**config.mk**
```make
export PLATFORM = sky130hd
export DESIGN_NAME = code_sequence_tx
export DESIGN_NICKNAME = d
export VERILOG_FILES = /design/src/rtl/code_tx_pkg.sv /design/src/rtl/code_symbol_mem.sv /design/src/rtl/code_sequence_tx.sv
export SDC_FILE = /design/constraint.sdc
export NUM_CORES = 1
export LEC_CHECK = 0
export BUFFER_PORTS_ARGS = -buffer_cell sky130_fd_sc_hd__buf_2
export CAP_MARGIN = 20
export CORE_ASPECT_RATIO = 2
export CORE_MARGIN = 5
export CORE_UTILIZATION = 30
export CTS_CLUSTER_DIAMETER = 60
export DETAILED_ROUTE_END_ITERATION = 16
export GPL_ROUTABILITY_DRIVEN = 0
export GPL_TIMING_DRIVEN = 0
export HOLD_SLACK_MARGIN = 0.1
export PLACE_DENSITY_LB_ADDON = 0.1
export SLEW_MARGIN = 20
export SYNTH_ARGS = -nofsm -noshare
export SYNTH_HDL_FRONTEND = slang
export SYNTH_HIERARCHICAL = 1
export SYNTH_SLANG_ARGS = --single-unit
```
**constraint.sdc**
```tcl
create_clock -name clk -period 3.6 [get_ports clk]
set_input_delay 0.18 -clock clk [delete_from_list [all_inputs] [get_ports clk]]
set_output_delay 0.18 -clock clk [all_outputs]
set_load 0.005 [all_outputs]
```
**src/rtl/code_tx_pkg.sv**
```systemverilog
// Shared types for the code sequence transmitter.
//   tx_state_t : transmitter FSM states (IDLE, SEND, DONE)
//   symbol_t   : one 2-bit symbol, {x1,x0}
//   IDLE_SYM   : value driven on x1/x0 when no symbol is being sent
package code_tx_pkg;

   typedef enum logic [1:0] {
      IDLE = 2'd0,
      SEND = 2'd1,
      DONE = 2'd2
   } tx_state_t;

   typedef logic [1:0] symbol_t;

   localparam symbol_t IDLE_SYM = 2'b00;

endpackage

```
**src/rtl/code_symbol_mem.sv**
```systemverilog
// DEPTH x 2-bit symbol register file.
//   clk, reset : clock, asynchronous active-high clear of every entry
//   we         : write strobe (already qualified by the caller)
//   wr_addr    : write address; addresses >= DEPTH are ignored
//   wr_data    : symbol to store
//   rd_addr    : read address
//   rd_data    : combinational read of mem[rd_addr]
module code_symbol_mem
   import code_tx_pkg::*;
#(
   parameter int DEPTH = 8
) (
   input  logic                     clk,
   input  logic                     reset,
   input  logic                     we,
   input  logic [$clog2(DEPTH)-1:0] wr_addr,
   input  symbol_t                  wr_data,
   input  logic [$clog2(DEPTH)-1:0] rd_addr,
   output symbol_t                  rd_data
);

   symbol_t mem [DEPTH];

   // NOTE: this is a small flop array, not a RAM macro, so it can take the
   // asynchronous clear; a reset mid-transmission must leave every symbol at 00.
   always_ff @(posedge clk or posedge reset) begin
      if (reset) begin
         for (int i = 0; i < DEPTH; i++) mem[i] <= IDLE_SYM;
      end else if (we && (int'(wr_addr) < DEPTH)) begin
         mem[wr_addr] <= wr_data;
      end
   end

   assign rd_data = mem[rd_addr];

endmodule

```
**src/rtl/code_sequence_tx.sv**
```systemverilog
// Programmable 2-bit symbol sequence transmitter.
// A host loads up to DEPTH symbols, then pulses start with len/hold; the block
// plays the symbols on x1/x0, each for hold+1 cycles, then pulses done.
//   clk, reset        : clock, asynchronous active-high reset
//   wr_en/addr/data   : symbol memory write port (honoured only in IDLE)
//   len               : symbols to send (1..DEPTH), sampled on accepted start
//   hold              : extra cycles per symbol, sampled on accepted start
//   start, abort      : begin / cancel a transmission
//   x1, x0, sym_valid : current symbol and its qualifier
//   busy, done, err   : in progress, completion pulse, illegal-len pulse
// All outputs are registered.
module code_sequence_tx
   import code_tx_pkg::*;
#(
   parameter int DEPTH  = 8,
   parameter int HOLD_W = 4
) (
   input  logic                     clk,
   input  logic                     reset,
   input  logic                     wr_en,
   input  logic [$clog2(DEPTH)-1:0] wr_addr,
   input  logic [1:0]               wr_data,
   input  logic [$clog2(DEPTH):0]   len,
   input  logic [HOLD_W-1:0]        hold,
   input  logic                     start,
   input  logic                     abort,
   output logic                     x1,
   output logic                     x0,
   output logic                     sym_valid,
   output logic                     busy,
   output logic                     done,
   output logic                     err
);

   localparam int AW = $clog2(DEPTH);
   localparam int LW = AW + 1;

   tx_state_t         state;
   logic [AW-1:0]     idx;
   logic [HOLD_W-1:0] cnt;
   logic [LW-1:0]     len_q;
   logic [HOLD_W-1:0] hold_q;

   logic              len_ok;
   logic              accept;
   logic              last;
   logic              mem_we;
   logic [AW-1:0]     rd_addr;
   symbol_t           rd_data;

   assign len_ok = (len != '0) && (len <= LW'(DEPTH));
   // abort wins over start in IDLE, so an aborted start is neither accepted nor an error
   assign accept = (state == IDLE) && start && !abort && len_ok;
   // idx is widened so len_q = DEPTH compares without wrapping
   assign last   = (({1'b0, idx} + 1'b1) == len_q);
   assign mem_we = wr_en && (state == IDLE) && !accept;

   // Address the symbol that will be on x1/x0 after the coming edge, so the
   // outputs can be loaded straight into flops.
   // NOTE: rd_addr is given a default before any branch so no path leaves it
   // unassigned, which would otherwise infer a latch.
   always_comb begin
      rd_addr = idx;
      if (state == IDLE)
         rd_addr = '0;
      else if ((state == SEND) && (cnt == '0) && !last)
         rd_addr = idx + 1'b1;
   end

   code_symbol_mem #(.DEPTH(DEPTH)) u_mem (
      .clk     (clk),
      .reset   (reset),
      .we      (mem_we),
      .wr_addr (wr_addr),
      .wr_data (wr_data),
      .rd_addr (rd_addr),
      .rd_data (rd_data)
   );

   // NOTE: every state and output flop here uses non-blocking assignment so
   // all of them update together from the values seen before the edge.
   always_ff @(posedge clk or posedge reset) begin
      if (reset) begin
         state     <= IDLE;
         idx       <= '0;
         cnt       <= '0;
         len_q     <= '0;
         hold_q    <= '0;
         {x1, x0}  <= IDLE_SYM;
         sym_valid <= 1'b0;
         busy      <= 1'b0;
         done      <= 1'b0;
         err       <= 1'b0;
      end else begin
         done <= 1'b0;
         err  <= 1'b0;
         case (state)
            IDLE: begin
               if (accept) begin
                  state     <= SEND;
                  idx       <= '0;
                  cnt       <= hold;
                  len_q     <= len;
                  hold_q    <= hold;
                  {x1, x0}  <= rd_data;
                  sym_valid <= 1'b1;
                  busy      <= 1'b1;
               end else if (start && !abort) begin
                  err <= 1'b1;
               end
            end
            SEND: begin
               if (abort) begin
                  state     <= IDLE;
                  idx       <= '0;
                  cnt       <= '0;
                  {x1, x0}  <= IDLE_SYM;
                  sym_valid <= 1'b0;
                  busy      <= 1'b0;
               end else if (cnt != '0) begin
                  cnt <= cnt - 1'b1;
               end else if (!last) begin
                  idx      <= idx + 1'b1;
                  cnt      <= hold_q;
                  {x1, x0} <= rd_data;
               end else begin
                  state     <= DONE;
                  {x1, x0}  <= IDLE_SYM;
                  sym_valid <= 1'b0;
                  done      <= 1'b1;
               end
            end
            DONE: begin
               // Abort here lands in the same place as normal completion.
               state <= IDLE;
               idx   <= '0;
               busy  <= 1'b0;
            end
            default: begin
               state     <= IDLE;
               {x1, x0}  <= IDLE_SYM;
               sym_valid <= 1'b0;
               busy      <= 1'b0;
            end
         endcase
      end
   end

endmodule

```
; ---- Word-level counts from Yosys, hierarchy flattened
; Index checks and enable logic that the tools add are counted.
[word_totals]
word_cells = 111
out_inout_bits = 6
regBits = 39
input_bits = 18
[classes]
n_eq_ne = 9
n_reduce_logical = 26
add_sub_neg = 3
n_bitwise = 3
n_mux = 47
order_cmp = 4
[ops]
columns = op, n
row1 = $mux 1, 20
row2 = $mux 3, 6
row3 = $bwmux 16, 1
row4 = $mux 4, 4
row5 = $mux 2, 7
row6 = $logic_and 1x1->1, 10
row7 = $ne 3x3->1 const B, 3
row8 = $pmux 1 s3, 3
row9 = $pmux 3 s3, 1
row10 = $reduce_and 3->1, 3
row11 = $ge 4x4->1 const B, 2
row12 = $not 3->4, 2
row13 = $pmux 4 s2, 1
row14 = $reduce_and 4->1, 2
row15 = $reduce_bool 4->1, 2
row16 = $bmux 2 s3, 1
row17 = $demux 2 s3, 1
row18 = $add 3x1->4 const B, 1
row19 = $eq 4x4->1, 1
row20 = $le 4x4->1 const B, 1
row21 = $logic_not 4->1, 1
row22 = $lt 4x1->1 const B, 1
row23 = $ne 2x2->1 const B, 2
row24 = $ne 4x3->1 const B, 1
row25 = 12 further kinds, 15

; ---- Logic depth before layout (Yosys ltp)
[depth]
ltp_word = 14
depth_mapped = 12
ltp_nobuf = 12

; ---- Modules after synthesis
; The synthesis kept the hierarchy.
[by_module_without_submodules]
columns = module, n_inst, area_each_um2, cells_per_inst, seq_area_each_um2
row1 = code_sequence_tx, 1, 1383.8, 133, 575.6
row2 = code_symbol_mem, 1, 790.8, 47, 400.4

; ---- Worst setup path before layout
; No wires, ideal clock.
[synth_timing]
path_type = register -> register
start = register idx[0]
end = register x1
slack_ns = 0.340
t_required_ns = 3.474
t_arrival_ns = 3.134
period_less_slack_ns = 3.260
setup_ns = 0.126
stages_incl_launch_ff = 13
path_buffers = 1
cell_sequence = dfrtp_1 > ha_1 > xor2_1 > a211oi_2 > o21ai_2 > buf_6 > nor3b_2 > o21ai_1 > mux4_1 > mux2_2 > nor2b_1 > nor3b_1 > a221o_1
[synth_via]
elab_chain_cells = 14
word_cells_on_any_way = 16
cone_classes = 2 x add/sub / 1 x eq/ne / 10 x mux / 1 x bitwise / 2 x reduce/logical
[synth_rtl]
columns = item, line_no
row1 = start: declaration, code_sequence_tx.sv:39  ; logic [AW-1:0] idx;
row2 = start signal: assignment, code_sequence_tx.sv:123  ; idx <= idx + 1'b1;
row3 = $add 3x1->4, code_sequence_tx.sv:55  ; assign last = (({1'b0, idx} + 1'b1) == len_q);
row4 = $eq 4x4->1, code_sequence_tx.sv:55
row5 = $logic_not 1->1, n/a
row6 = $logic_and 1x1->1, code_sequence_tx.sv:66  ; else if ((state == SEND) && (cnt == '0) && !last)
row7 = $mux 3 *, code_sequence_tx.sv:66
row8 = $mux 3 *, code_sequence_tx.sv:64  ; if (state == IDLE)
row9 = named net rd_addr[0], code_sequence_tx.sv:48  ; logic [AW-1:0] rd_addr;
row10 = $not 3->4 (implied by the code) *, code_symbol_mem.sv:34  ; assign rd_data = mem[rd_addr];
row11 = $bmux 2 s3 *, code_symbol_mem.sv:34
row12 = $mux 2 (implied by the code) * (2 in a row), code_symbol_mem.sv:34
row13 = named net rd_data[1], code_sequence_tx.sv:49  ; symbol_t rd_data;
row14 = $mux 1, code_sequence_tx.sv:122  ; end else if (!last) begin
row15 = $mux 1, code_sequence_tx.sv:120  ; end else if (cnt != '0) begin
row16 = $mux 1, code_sequence_tx.sv:113  ; if (abort) begin
row17 = $pmux 1 s3 *, code_sequence_tx.sv:97  ; case (state)
row18 = end signal: assignment, code_sequence_tx.sv:105  ; {x1, x0} <= rd_data;
row19 = end signal: assignment, code_sequence_tx.sv:125  ; {x1, x0} <= rd_data;
row20 = end: declaration, code_sequence_tx.sv:27  ; output logic x1,
; The timed path passes the listed nets; every way through them passes the cells marked *. The select of a mux whose other input is x is not followed.
; A chain may end at the register's enable or synchronous reset.

; ---- Worst setup path in the final report
[layout_timing]
start = register idx[0]
end = register x0
[layout_via]
elab_chain_cells = 14
word_cells_on_any_way = 16
cone_classes = 2 x add/sub / 1 x eq/ne / 10 x mux / 1 x bitwise / 2 x reduce/logical
[layout_rtl]
columns = item, line_no
row1 = $add 3x1->4, code_sequence_tx.sv:55
row2 = $eq 4x4->1, code_sequence_tx.sv:55
row3 = $logic_not 1->1, n/a
row4 = $logic_and 1x1->1, code_sequence_tx.sv:66
row5 = $mux 3 *, code_sequence_tx.sv:66
row6 = $mux 3 *, code_sequence_tx.sv:64
row7 = named net rd_addr[2], code_sequence_tx.sv:48
row8 = $not 3->4 (implied by the code) *, code_symbol_mem.sv:34
row9 = $bmux 2 s3 *, code_symbol_mem.sv:34
row10 = $mux 2 (implied by the code) * (2 in a row), code_symbol_mem.sv:34
row11 = named net rd_data[0], code_sequence_tx.sv:49
row12 = $mux 1, code_sequence_tx.sv:122
row13 = $mux 1, code_sequence_tx.sv:120
row14 = $mux 1, code_sequence_tx.sv:113
row15 = $pmux 1 s3 *, code_sequence_tx.sv:97
row16 = end signal: assignment, code_sequence_tx.sv:105
row17 = end signal: assignment, code_sequence_tx.sv:125
row18 = end: declaration, code_sequence_tx.sv:28  ; output logic x0,
; Marks and branches as above.

==> out/qor.txt <==
Status = completed
Leak = 1.11 nW
Hold Violations, Final = 0
Die X = 70.2 um
Syn_nets = 200
Post-route insts no fill = 305
IO Pins = 24
First-pass GRT wire length = 8.23 mm
Top cells by count, synth = dfrtp_1 (39), mux2_2 (26), nand2_1 (9), o21ai_0 (9), inv_1 (8)
Global Route met1 Usage = 14.0%
Area leader, netlist = dfrtp_1
Setup WS post-layout = 0.229 ns
Die Height = 130 um
Highest Clock Rate = 297 MHz
Post-synth EDFFs = 0
Hpwl dp = 3.75 mm
Least-Margin Pin Slew = 0.906 ns
Worst path slowest cell = mux4_1
Hold WC Path Type = primary input to register
Power Density = 552 mW/mm^2
Top cell type's share of synthesized area = 44.9%
#FFs+latches synth = 39
Mapped cell area = 0.00217 sq mm
IO Port Bufs = 23
Synth warn = 6
Die area = 0.00915 sq mm
Busiest layer in global routing = met2
Number of global-route vias before repair = 1,634
Clk sinks = 39
WL/cell = 16.4 um
Cell total after placement = 295
Worst Path Arrival = 3.54 ns
Worst Setup End Kind = register
Worst Setup Start Kind = register
Post-layout util = 36.2%
Met3 usage = 2.30%
# setup viols final = 0
Design area = 0.00259 sq mm
DP Area = 0.00240 sq mm
Drt drc = 0
Maximum number of pins on one net before global-route repair = 24
CTS tree = built
Critical setup path kind = register to register
Max Slew Vio Count = 0
Main synth FF type = dfrtp_1
Via count = 1,563
Layout overhead on the synthesized area = 19.3%
Slew headroom = 39.5%
Async SR Flop Fraction = 100%
Max IR drop VDD = 0.000291 V
Setup repair after global routing missed its margin = false
Starting Density = 30.4%
Count leader, synth = dfrtp_1
DR iter-0 viols = 68
Crit path cell chain = ha_4, xor2_1, a211oi_2, o21ai_2, buf_6, a311o_1, nand3_2, mux4_1, mux2_2, inv_1, nor4b_1, a211o_1
H-Tree Depth = 2
Synth area leaders = dfrtp_1 (45%), mux2_2 (13%), mux4_1 (4.8%)
Fin crit period = 3.37 ns
Total gr overflow = 0
Setup TNS = 0 ns
CP top delay family = compound AO/OA/AOI/OAI gates
R2R setup slack = 0.23 ns
Tcrit/Tclk final = 93.6%
Clk Latency, worst-skew pair = 0.28 ns
Layout Skew = 0.00504 ns
GRT Overall Usage = 11.7%
Placement Setup Slack = -0.157 ns
Library cells used by synthesis = 52
Total Wirelength = 5.02 mm
CTS Buffer Depth = 2
Final ANT Viol Nets = 0
Synth Instances = 180
Final net count = 232
Vias per cell = 5.12
Seq/Total Area, Yosys = 44.9%
Crit Path Max Fanout = 10
Share of layout cells above drive strength 1 = 40.4%
Initial antenna violation count = 0
Drt pass-1 iters = 4
Max stage delay on crit path = 0.60 ns
WP data required = 3.77 ns
Core area = 0.00716 sq mm
Site row count = 44
Met2 Use GR = 19.8%
Antenna diodes = 0
CTS buffer count = 5
Synth Area per Inst = 12.1 sq um
Clock slew at reported path FFs = 0.06 ns
Buf/Inv on CP = 2
Root Buffer = clkbuf_16
Max Cap Viol = 0
[logic make-up (layout without fill, tap and decap cells)]
logic type               count (synthesis)  in the layout  synth area share [%]
adder cells (fa/ha/maj)                  2              2                  1.15
AND/OR/NAND/NOR                         54             54                  17.1
multiplexers                            33             33                  19.7
buffers and inverters                   12             45                  2.99
AO/OA/AOI/OAI                           37             37                  12.9
flip-flops                              39             39                  44.9
XOR/XNOR                                 3              3                  1.21
[area by class of cell]
type | count | area, sq um
flip-flops and latches | 39 | 977
fillers | 745 | 4560
clock inverters | 3 | 20.0
repair buffers | 25 | 133
well taps | 92 | 115
clock buffers | 5 | 125
inverters | 8 | 30.0
plain buffers | 4 | 35.0
multi-input cells | 129 | 1160
[layout by cell type, fill, tap and decap left out, types with 3 or more instances in the layout]
cell type / instances
dfrtp_1: 38
mux2_2: 26
buf_2: 24
nand2_1: 9
o21ai_0: 9
inv_1: 8
nor2_1: 6
nand4b_1: 5
clkbuf_16: 5
nor2b_1: 4
a21oi_1: 4
nand3_2: 3
nand2b_1: 3
nor3_1: 3
a22o_1: 3
mux2i_1: 3
and4bb_2: 3
mux4_1: 3
[sequential cells by signal, summed over array words and instances, names as in the netlist, 2 cells and up]
register / count
cnt: 4
hold_q: 4
idx: 3
len_q: 4
state: 2
u_mem/mem: 16
[path summary, 6_finish.rpt]
| path | cells after the start | endpoint | start |
|---|---|---|---|
| worst max-delay path | 12 | x0 | idx[0] |
| worst min-delay path | 2 | hold_q[2] | hold[2] |
| worst max register to register | 12 | x0 | idx[0] |
| worst min register to register | 1 | u_mem/mem[11] | u_mem/mem[11] |
| max in group asynchronous | 3 | idx[0] | reset |
| min in group asynchronous | 3 | u_mem/mem[3] | reset |
[layer usage]
| layer | share of wire, % | wire length [um] |
|---|---|---|
| met1 | 44 | 2210 |
| met5 | 0 | 0 |
| met3 | 3.2 | 162 |
| met2 | 50 | 2500 |
| met4 | 2.8 | 140 |
[repair_timing]
action / 4_1_cts / 5_1_grt
pin swaps: 1 / 0
hold buffers: 1 / 0
setup endpoints to repair: 2 / 2
buffers inserted: 0 / 1
resized for setup: 1 / 5
hold endpoints to repair: 16 / 0
[per-stage QoR]
step / hold WS, ns / power [mW]
after floorplan: 0.0937 / 0.892
after global placement: 0.284 / 0.994
after detailed placement: 0.297 / 1.00
after CTS: 0.148 / 1.45
after global routing: 0.157 / 1.53
final: 0.154 / 1.43
[power breakdown]
group	total (mW)	internal (mW)	switching [mW]
Combinational	0.373	0.200	0.173
Clock	0.431	0.255	0.176
Sequential	0.628	0.549	0.0784
Total	1.43	1.00	0.428
Note: power is estimated with default switching activity, not from simulation.
